### config.mk
export PLATFORM = sky130hd
export DESIGN_NAME = alu_seq_exec
export DESIGN_NICKNAME = d
export VERILOG_FILES = /design/src/rtl/alu_op_pkg.sv /design/src/rtl/alu_shift_step.sv /design/src/rtl/alu_seq_exec.sv
export SDC_FILE = /design/constraint.sdc
export NUM_CORES = 1
export LEC_CHECK = 0
export BUFFER_PORTS_ARGS = -buffer_cell sky130_fd_sc_hd__buf_4
export CAP_MARGIN = 20
export CORE_MARGIN = 2
export CORE_UTILIZATION = 50
export DETAILED_ROUTE_END_ITERATION = 10
export PLACE_DENSITY_LB_ADDON = 0.08
export RECOVER_POWER = 25
export SKIP_CTS_REPAIR_TIMING = 1
export SYNTH_ARGS = -nofsm -noshare
export SYNTH_HDL_FRONTEND = slang
export SYNTH_HIERARCHICAL = 1
export SYNTH_SLANG_ARGS = --single-unit
### constraint.sdc
create_clock -name clk -period 10.67 [get_ports clk]
set_input_delay 0.5335 -clock clk [delete_from_list [all_inputs] [get_ports clk]]
set_output_delay 0.5335 -clock clk [all_outputs]
set_load 0.02 [all_outputs]
### src/rtl/alu_op_pkg.sv
// Shared ALU op codes, FSM state encoding and shift-kind helpers.
// The ALU controller also imports this package.
package alu_op_pkg;

    typedef enum logic [3:0] {
        OpAnd = 4'b0000,
        OpOr  = 4'b0001,
        OpAdd = 4'b0010,
        OpXor = 4'b0011,
        OpSll = 4'b0100,
        OpSrl = 4'b0101,
        OpSub = 4'b0110,
        OpSra = 4'b0111,
        OpEq  = 4'b1000,
        OpSlt = 4'b1100
    } alu_op_e;

    typedef enum logic [1:0] {
        StIdle  = 2'b00,
        StShift = 2'b01,
        StDone  = 2'b10
    } alu_state_e;

    // Shift kind is the low two bits of the shift op code.
    localparam logic [1:0] KindSll = 2'b00;
    localparam logic [1:0] KindSrl = 2'b01;
    localparam logic [1:0] KindSra = 2'b11;

    function automatic logic is_shift_op(input logic [3:0] op);
        return (op == OpSll) || (op == OpSrl) || (op == OpSra);
    endfunction

endpackage

### src/rtl/alu_shift_step.sv
// One iteration of the multi-cycle shifter: shifts by k_i bits (0..SHIFT_STEP).
module alu_shift_step
    import alu_op_pkg::*;
#(
    parameter int unsigned DATA_WIDTH = 32,
    parameter int unsigned SHIFT_STEP = 1,
    localparam int unsigned SW = $clog2(SHIFT_STEP + 1)
) (
    input  logic [DATA_WIDTH-1:0] a_i,
    input  logic [SW-1:0]         k_i,
    input  logic [1:0]            kind_i,
    output logic [DATA_WIDTH-1:0] y_o
);

    always_comb begin
        y_o = a_i;
        case (kind_i)
            KindSll: y_o = a_i << k_i;
            KindSrl: y_o = a_i >> k_i;
            KindSra: y_o = $signed(a_i) >>> k_i;
            default: y_o = a_i;
        endcase
    end

endmodule

### src/rtl/alu_seq_exec.sv
// Execute-stage ALU with valid/ready handshakes; single-cycle logic/arith/compare
// and an iterative shifter advancing up to SHIFT_STEP bits per cycle.
module alu_seq_exec
    import alu_op_pkg::*;
#(
    parameter int unsigned DATA_WIDTH = 32,
    parameter int unsigned SHIFT_STEP = 1
) (
    input  logic                  clk,
    input  logic                  reset,
    input  logic                  flush,
    input  logic                  in_valid,
    output logic                  in_ready,
    input  logic [3:0]            Operation,
    input  logic [DATA_WIDTH-1:0] SrcA,
    input  logic [DATA_WIDTH-1:0] SrcB,
    output logic                  out_valid,
    input  logic                  out_ready,
    output logic [DATA_WIDTH-1:0] ALUResult,
    output logic                  Zero,
    output logic                  illegal
);

    localparam int unsigned CW = $clog2(DATA_WIDTH);
    localparam int unsigned SW = $clog2(SHIFT_STEP + 1);

    alu_state_e            state_q, state_d;
    logic [DATA_WIDTH-1:0] res_q, res_d;
    logic                  zero_q, zero_d;
    logic                  illegal_q, illegal_d;
    logic [CW-1:0]         cnt_q, cnt_d;
    logic [1:0]            kind_q, kind_d;

    logic [CW-1:0]         shamt;
    logic [SW-1:0]         step_k;
    logic [CW-1:0]         cnt_next;
    logic [DATA_WIDTH-1:0] shift_y;
    logic [DATA_WIDTH-1:0] alu_res;
    logic                  alu_illegal;

    assign shamt = SrcB[CW-1:0];

    always_comb begin
        alu_res     = '0;
        alu_illegal = 1'b0;
        case (alu_op_e'(Operation))
            OpAnd: alu_res = SrcA & SrcB;
            OpOr:  alu_res = SrcA | SrcB;
            OpAdd: alu_res = SrcA + SrcB;
            OpXor: alu_res = SrcA ^ SrcB;
            OpSub: alu_res = SrcA - SrcB;
            OpEq:  alu_res = DATA_WIDTH'(SrcA == SrcB);
            OpSlt: alu_res = DATA_WIDTH'($signed(SrcA) < $signed(SrcB));
            OpSll, OpSrl, OpSra: alu_res = '0;
            default: alu_illegal = 1'b1;
        endcase
    end

    // k = min(cnt, SHIFT_STEP); compared at full int width so small DATA_WIDTH is safe.
    always_comb begin
        if (32'(cnt_q) > SHIFT_STEP) begin
            step_k = SW'(SHIFT_STEP);
        end else begin
            step_k = SW'(cnt_q);
        end
        cnt_next = cnt_q - CW'(step_k);
    end

    alu_shift_step #(
        .DATA_WIDTH (DATA_WIDTH),
        .SHIFT_STEP (SHIFT_STEP)
    ) u_shift_step (
        .a_i    (res_q),
        .k_i    (step_k),
        .kind_i (kind_q),
        .y_o    (shift_y)
    );

    always_comb begin
        state_d   = state_q;
        res_d     = res_q;
        zero_d    = zero_q;
        illegal_d = illegal_q;
        cnt_d     = cnt_q;
        kind_d    = kind_q;
        if (flush) begin
            state_d = StIdle;
            cnt_d   = '0;
        end else begin
            unique case (state_q)
                StIdle: begin
                    if (in_valid) begin
                        illegal_d = 1'b0;
                        if (is_shift_op(Operation)) begin
                            kind_d = Operation[1:0];
                            res_d  = SrcA;
                            if (shamt == '0) begin
                                zero_d  = (SrcA == '0);
                                state_d = StDone;
                            end else begin
                                cnt_d   = shamt;
                                state_d = StShift;
                            end
                        end else begin
                            res_d     = alu_res;
                            zero_d    = (alu_res == '0);
                            illegal_d = alu_illegal;
                            state_d   = StDone;
                        end
                    end
                end
                StShift: begin
                    res_d = shift_y;
                    cnt_d = cnt_next;
                    if (cnt_next == '0) begin
                        zero_d  = (shift_y == '0);
                        state_d = StDone;
                    end
                end
                StDone: begin
                    if (out_ready) begin
                        state_d = StIdle;
                    end
                end
                default: state_d = StIdle;
            endcase
        end
    end

    always_ff @(posedge clk) begin
        if (reset) begin
            state_q   <= StIdle;
            res_q     <= '0;
            zero_q    <= 1'b1;
            illegal_q <= 1'b0;
            cnt_q     <= '0;
            kind_q    <= KindSll;
        end else begin
            state_q   <= state_d;
            res_q     <= res_d;
            zero_q    <= zero_d;
            illegal_q <= illegal_d;
            cnt_q     <= cnt_d;
            kind_q    <= kind_d;
        end
    end

    assign in_ready  = (state_q == StIdle);
    assign out_valid = (state_q == StDone);
    assign ALUResult = res_q;
    assign Zero      = zero_q;
    assign illegal   = illegal_q;

endmodule

# After elaboration in Yosys (flattened, before gate mapping)
# Cells that the tools add are included.
# totals
ff_bits	43
input_bits	73
word_cells	80
# op_classes
add_sub_neg	3
magnitude_cmp	2
eq_ne	20
shifts	3
mux	23
n_bitwise	4
n_reduce_logical	19
# ops
operator	n
32-bit one-hot mux with 7 select lines	1
32-bit zero test	3
32-bit one-hot mux with 3 select lines	1
32-bit two-way mux	2
32-bit one-hot mux with 2 select lines	1
32-bit adder	1
32-bit bitwise AND	1
32-bit == test	1
32-bit less-than comparator	1
32-bit OR	1
32-bit by 1-bit << shifter with 32-bit output	1
32-bit by 1-bit right shift with 32-bit output	1
32-bit by 1-bit >>> shifter with 32-bit output	1
32-bit subtractor	1
32-bit bitwise XOR	1
4-bit by 3-bit == test with 1-bit output, second input constant	4
5-bit two-way mux	3
5-bit zero test	2
2-bit two-way mux	5
5-bit one-hot mux with 2 select lines	1
10-bit OR reduction	1
3-bit AND reduction	3
4-bit by 2-bit == test with 1-bit output, second input constant	2
4-bit == test, second input constant	2
19 further kinds	33

# Logic depth before layout (Yosys ltp)
# depth
depth_word	7
mapped_depth	18

# Modules after synthesis
# Netlist, hierarchy kept.
# modules_own_cells
module	n_inst	cells_per_inst	area_per_inst_um2
alu_seq_exec	1	1230	8247.9
alu_shift_step	1	115	693.2

# Worst setup path before layout
# OpenSTA, ideal clock, no wires.
# synth_path
kind	input -> register
startpoint	in SrcA[0]
endpoint	reg zero_q, in the netlist Zero
arrival_ns	3.842
required_time_ns	10.586
slack_ns	6.744
path_stages	15
cell_sequence	inv_1 > ha_1 > inv_1 > fa_1 > nor2b_1 > o21ai_2 > nand2_2 > a211o_1 > a2111oi_2 > o311ai_1 > nor4_1 > nand4_1 > or4_1 > or4_1 > o31ai_2
# synth_via
elab_chain_len	6
elab_cells_between_ends	14
classes_between	add/sub (2); order compare (1); eq/ne (1); mux (5); bitwise (3); reduce/logical (2)
# synth_rtl
element	line	text
start: declaration	alu_seq_exec.sv:15	input logic [DATA_WIDTH-1:0] SrcA,
32-bit subtractor, or another cell as far along	alu_seq_exec.sv:51	OpSub: alu_res = SrcA - SrcB;
32-bit one-hot mux with 7 select lines	alu_seq_exec.sv:46	case (alu_op_e'(Operation))
32-bit zero test	alu_seq_exec.sv:106	zero_d = (alu_res == '0);
1-bit two-way mux *	alu_seq_exec.sv:94	if (is_shift_op(Operation)) begin
1-bit two-way mux *	alu_seq_exec.sv:92	if (in_valid) begin
1-bit one-hot mux with 2 select lines *	alu_seq_exec.sv:90	unique case (state_q)
end signal: assignment	alu_seq_exec.sv:141	zero_q <= zero_d;
end: declaration	alu_seq_exec.sv:29	logic zero_q, zero_d;
# Mark *: on every way between the ends. The rest lies on a longest branch, timed or not. The select of a mux whose other input is x is not followed.
# A chain may end at the register's enable or synchronous reset.

# Worst setup path in the final report
# layout_path
startpoint	reg cnt_q[2]
endpoint	reg zero_q, in the netlist Zero
# layout_via
elab_chain_len	7
elab_cells_between_ends	13
classes_between	add/sub (1); order compare (1); eq/ne (1); shift (3); mux (4); reduce/logical (3)
# layout_rtl
element	line	text
start: declaration	alu_seq_exec.sv:31	logic [CW-1:0] cnt_q, cnt_d;
start signal: assignment	alu_seq_exec.sv:143	cnt_q <= cnt_d;
5-bit by 1-bit > comparator with 1-bit output *	alu_seq_exec.sv:61	if (32'(cnt_q) > SHIFT_STEP) begin
1-bit two-way mux *	alu_seq_exec.sv:61	
named net step_k	alu_seq_exec.sv:35	logic [SW-1:0] step_k;
32-bit by 1-bit >>> shifter with 32-bit output, or another cell as far along	alu_shift_step.sv:20	KindSra: y_o = $signed(a_i) >>> k_i;
32-bit one-hot mux with 3 select lines *	alu_shift_step.sv:17	case (kind_i)
named net shift_y[25]	alu_seq_exec.sv:37	logic [DATA_WIDTH-1:0] shift_y;
32-bit zero test *	alu_seq_exec.sv:116	zero_d = (shift_y == '0);
1-bit two-way mux *	alu_seq_exec.sv:115	if (cnt_next == '0) begin
1-bit one-hot mux with 2 select lines *	alu_seq_exec.sv:90	
# The timed path passes the listed nets; every way through them passes the cells marked *. The select of a mux whose other input is x is not followed.

==> flow_metrics.py <==
metrics = {
    "floorplanning": {
        "chipHeight_um": 138,
        "num_rows": 48,
        "chipWidth_um": 138,
        "dieArea_sq_mm": 0.0190,
        "start_util_pct": 51.3,
        "core-area_sq_mm": 0.0174,
        "pin_count": 109,
    },
    "yosys": {
        "synth_ff_type": "dfxtp_1",
        "ys_seq_area_share_pct": 9.63,
        "syn-num-nets": 1521,
        "async_flop_share_pct": 0,
        "yosys_warnings": 6,
        "synth_area_sq_mm": 0.00894,
        "ys_types": 88,
        "synth_cells": 1345,
        "yosys_register_bits": 43,
        "syn_area_per_cell_sq_um": 6.65,
        "synth_edf_count": 0,
    },
    "global_routing": {
        "grt_pass1_vias": 9905,
        "antenna_found_initial": 0,
        "grt_pass1_wl_um": 55800,
        "grt_usage_pct": 37.8,
        "overflow": 0,
        "grt_max_degree": 61,
    },
    "clock_network": {
        "path_clk_slew_ns": 0.06,
        "cts_buffers": 5,
        "cts_tree": "yes",
        "cts_sinks": 43,
        "cts_root_buf": "clkbuf_16",
        "cts_buffer_depth": 2,
        "h-tree-depth": 2,
        "clock_latency_ns": 0.29,
    },
    "min_path": {
        "holdPathStages": 2,
        "timing.hold.worst_endpoint": "illegal$_SDFFE_PP0P_",
        "min-delay-start": "illegal$_SDFFE_PP0P_",
        "hp-class": "reg2reg",
    },
    "route": {
        "antenna_left": 0,
        "drt_iter0_markers": 1318,
        "via_count": 11000,
        "wl_per_cell_um": 22.6,
        "vias_per_cell": 6.86,
        "remaining_drc_errors": 0,
        "wirelength_um": 36200,
        "firstDrtPassIters": 7,
    },
    "timing": {
        "fin_skew_ns": 0.00788,
        "relSlewSlack_pct": 33.8,
        "setup_viol_count_final": 0,
        "setup_ws_ns": 5.47,
        "fin_hold_ws_ns": 0.477,
        "finalHoldViolCount": 0,
        "fmax_mhz": 192,
        "finalCritPeriodShare_pct": 48.7,
        "setup-tns-final_ns": 0,
        "tightest_slew_ns": 0.980,
        "rsz0062_at_grt": "no",
        "slew_violations": 0,
        "period_minus_slack_ns": 5.20,
    },
    "cells_and_area": {
        "register_area_sq_um": 861,
        "diodes": 0,
        "area_growth_pct": 9.80,
        "fillers": 1805,
        "multi_input_area_sq_mm": 0.00728,
        "drive_gt1_share_pct": 10.9,
        "nets": 1556,
        "layout_commonest_cell": "a21oi_1",
        "final_cell_mix": "167 x a21oi_1, 164 x nor2_1, 101 x ha_1, 101 x buf_4, 98 x nand2_1",
    },
    "worst_setup_path": {
        "endpoint_kind": "register",
        "reg2reg_slack_ns": 5.47,
        "worstSetupPathType": "reg2reg",
        "reg2reg_from": "cnt_q[2]$_SDFFE_PP0P_",
        "rr_endpoint": "Zero$_SDFFE_PP1P_",
        "arrival_ns": 5.40,
        "start_kind": "register",
        "path_max_fanout": 34,
        "worstPathRequired_ns": 10.87,
        "r2r_cells": 17,
    },
    "placement": {
        "place_congestion": 0.997,
        "pre_cts_slack_ns": 5.59,
        "port_buffers": 108,
        "dpl.hpwl_um": 27200,
    },
    "power_and_ir_drop": {
        "total_power_mw": 0.827,
        "leakagePower_nw": 4.18,
        "p_per_area_mw_per_mm2": 84.2,
        "vdd_ir_drop_max_uv": 94.7,
    },
    "status": {
        "outcome": "complete, no violations",
    },
    "flow_run": {
        "max-cap-violations": 0,
    },
}
[Yosys cell counts, types with 20 or more instances]
library cell | n | area, sq um
a211oi_1 | 30 | 225
a21o_1 | 26 | 195
a21oi_1 | 167 | 836
a311oi_1 | 21 | 184
a31oi_1 | 26 | 163
clkbuf_1 | 55 | 206
dfxtp_1 | 43 | 861
ha_1 | 101 | 1260
inv_1 | 96 | 360
nand2_1 | 98 | 368
nand2b_1 | 21 | 131
nand3_1 | 22 | 110
nand4_1 | 20 | 125
nor2_1 | 168 | 631
nor3_1 | 39 | 195
nor4_1 | 32 | 200
o21ai_0 | 61 | 305
o32ai_1 | 31 | 272
[worst max-delay path, cell delays in order (launching register included)]
cell and delay [ns]:
dfxtp_1 0.43, nor4_1 0.09, nand2b_1 0.08, buf_4 0.33, nand2_1 0.66, o32ai_1 0.31, nor2_1 0.09, nor4_1 0.40
nand4_1 0.14, nor3_1 0.35, nor3_1 0.09, nor4b_1 0.35, nand4_1 0.13, nor4_1 0.21, nand4_1 0.16, or4_1 0.47
or4_1 0.55, o31ai_2 0.24
[area by class of cell]
class | count | share of cell area (%)
inverters | 102 | 3.90
well taps | 225 | 2.87
flip-flops and latches | 43 | 8.77
clock buffers | 6 | 1.31
clock inverters | 1 | 0.306
repair buffers | 122 | 8.72
multi-input cells | 1106 | 74.1
[state kept, by name, indices dropped and copies added (netlist names)]
signal / count
kind_q: 2
illegal: 1
Zero: 1
state_q: 2
cnt_q: 5
ALUResult: 32
[through the flow]
stage	area (sq um)	utilization, %	cells
final	9820	56.4	1605
after global routing	9820	56.4	1605
after CTS	9860	56.6	1603
after detailed placement	9700	55.7	1596
after global placement	9700	55.7	1596
after floorplan	8940	-	1345
[worst max-delay path by stage]
stage                               start           endpoint  slack [ns]
floorplan                         SrcA[0]  Zero$_SDFFE_PP1P_        6.74
global placement    cnt_q[2]$_SDFFE_PP0P_  Zero$_SDFFE_PP1P_        5.72
detailed placement  cnt_q[2]$_SDFFE_PP0P_  Zero$_SDFFE_PP1P_        5.59
CTS                 cnt_q[2]$_SDFFE_PP0P_  Zero$_SDFFE_PP1P_        5.55
global route        cnt_q[2]$_SDFFE_PP0P_  Zero$_SDFFE_PP1P_        5.27
finish              cnt_q[2]$_SDFFE_PP0P_  Zero$_SDFFE_PP1P_        5.47
[cells by family after synthesis]
family / synth area share [%]
simple gates: 25.4
compound gates: 38.4
buf+inv: 9.38
mux: 2.06
fa+ha+maj: 14.6
flops: 9.63
xor+xnor: 0.588
[report_power, final]
| part | leakage [nW] | internal (mW) | switching, mW | total (mW) |
|---|---|---|---|---|
| logic | 3.75 | 0.167 | 0.305 | 0.472 |
| registers | 0.350 | 0.169 | 0.0130 | 0.182 |
| clock network | 0.0769 | 0.109 | 0.0640 | 0.173 |
| total | 4.18 | 0.445 | 0.382 | 0.827 |
[metal layers]
layer | track usage [%] | vias to the layer above | wire length, um
met1 | 51.7 | 4995 | 14800
met3 | 6.25 | 155 | 4180
met2 | 56.4 | 790 | 15100
li1 | - | 5074 | -
met4 | 20.1 | 0 | 2170
met5 | 0 | - | 0
No activity file was read; power rests on OpenSTA's default activity.
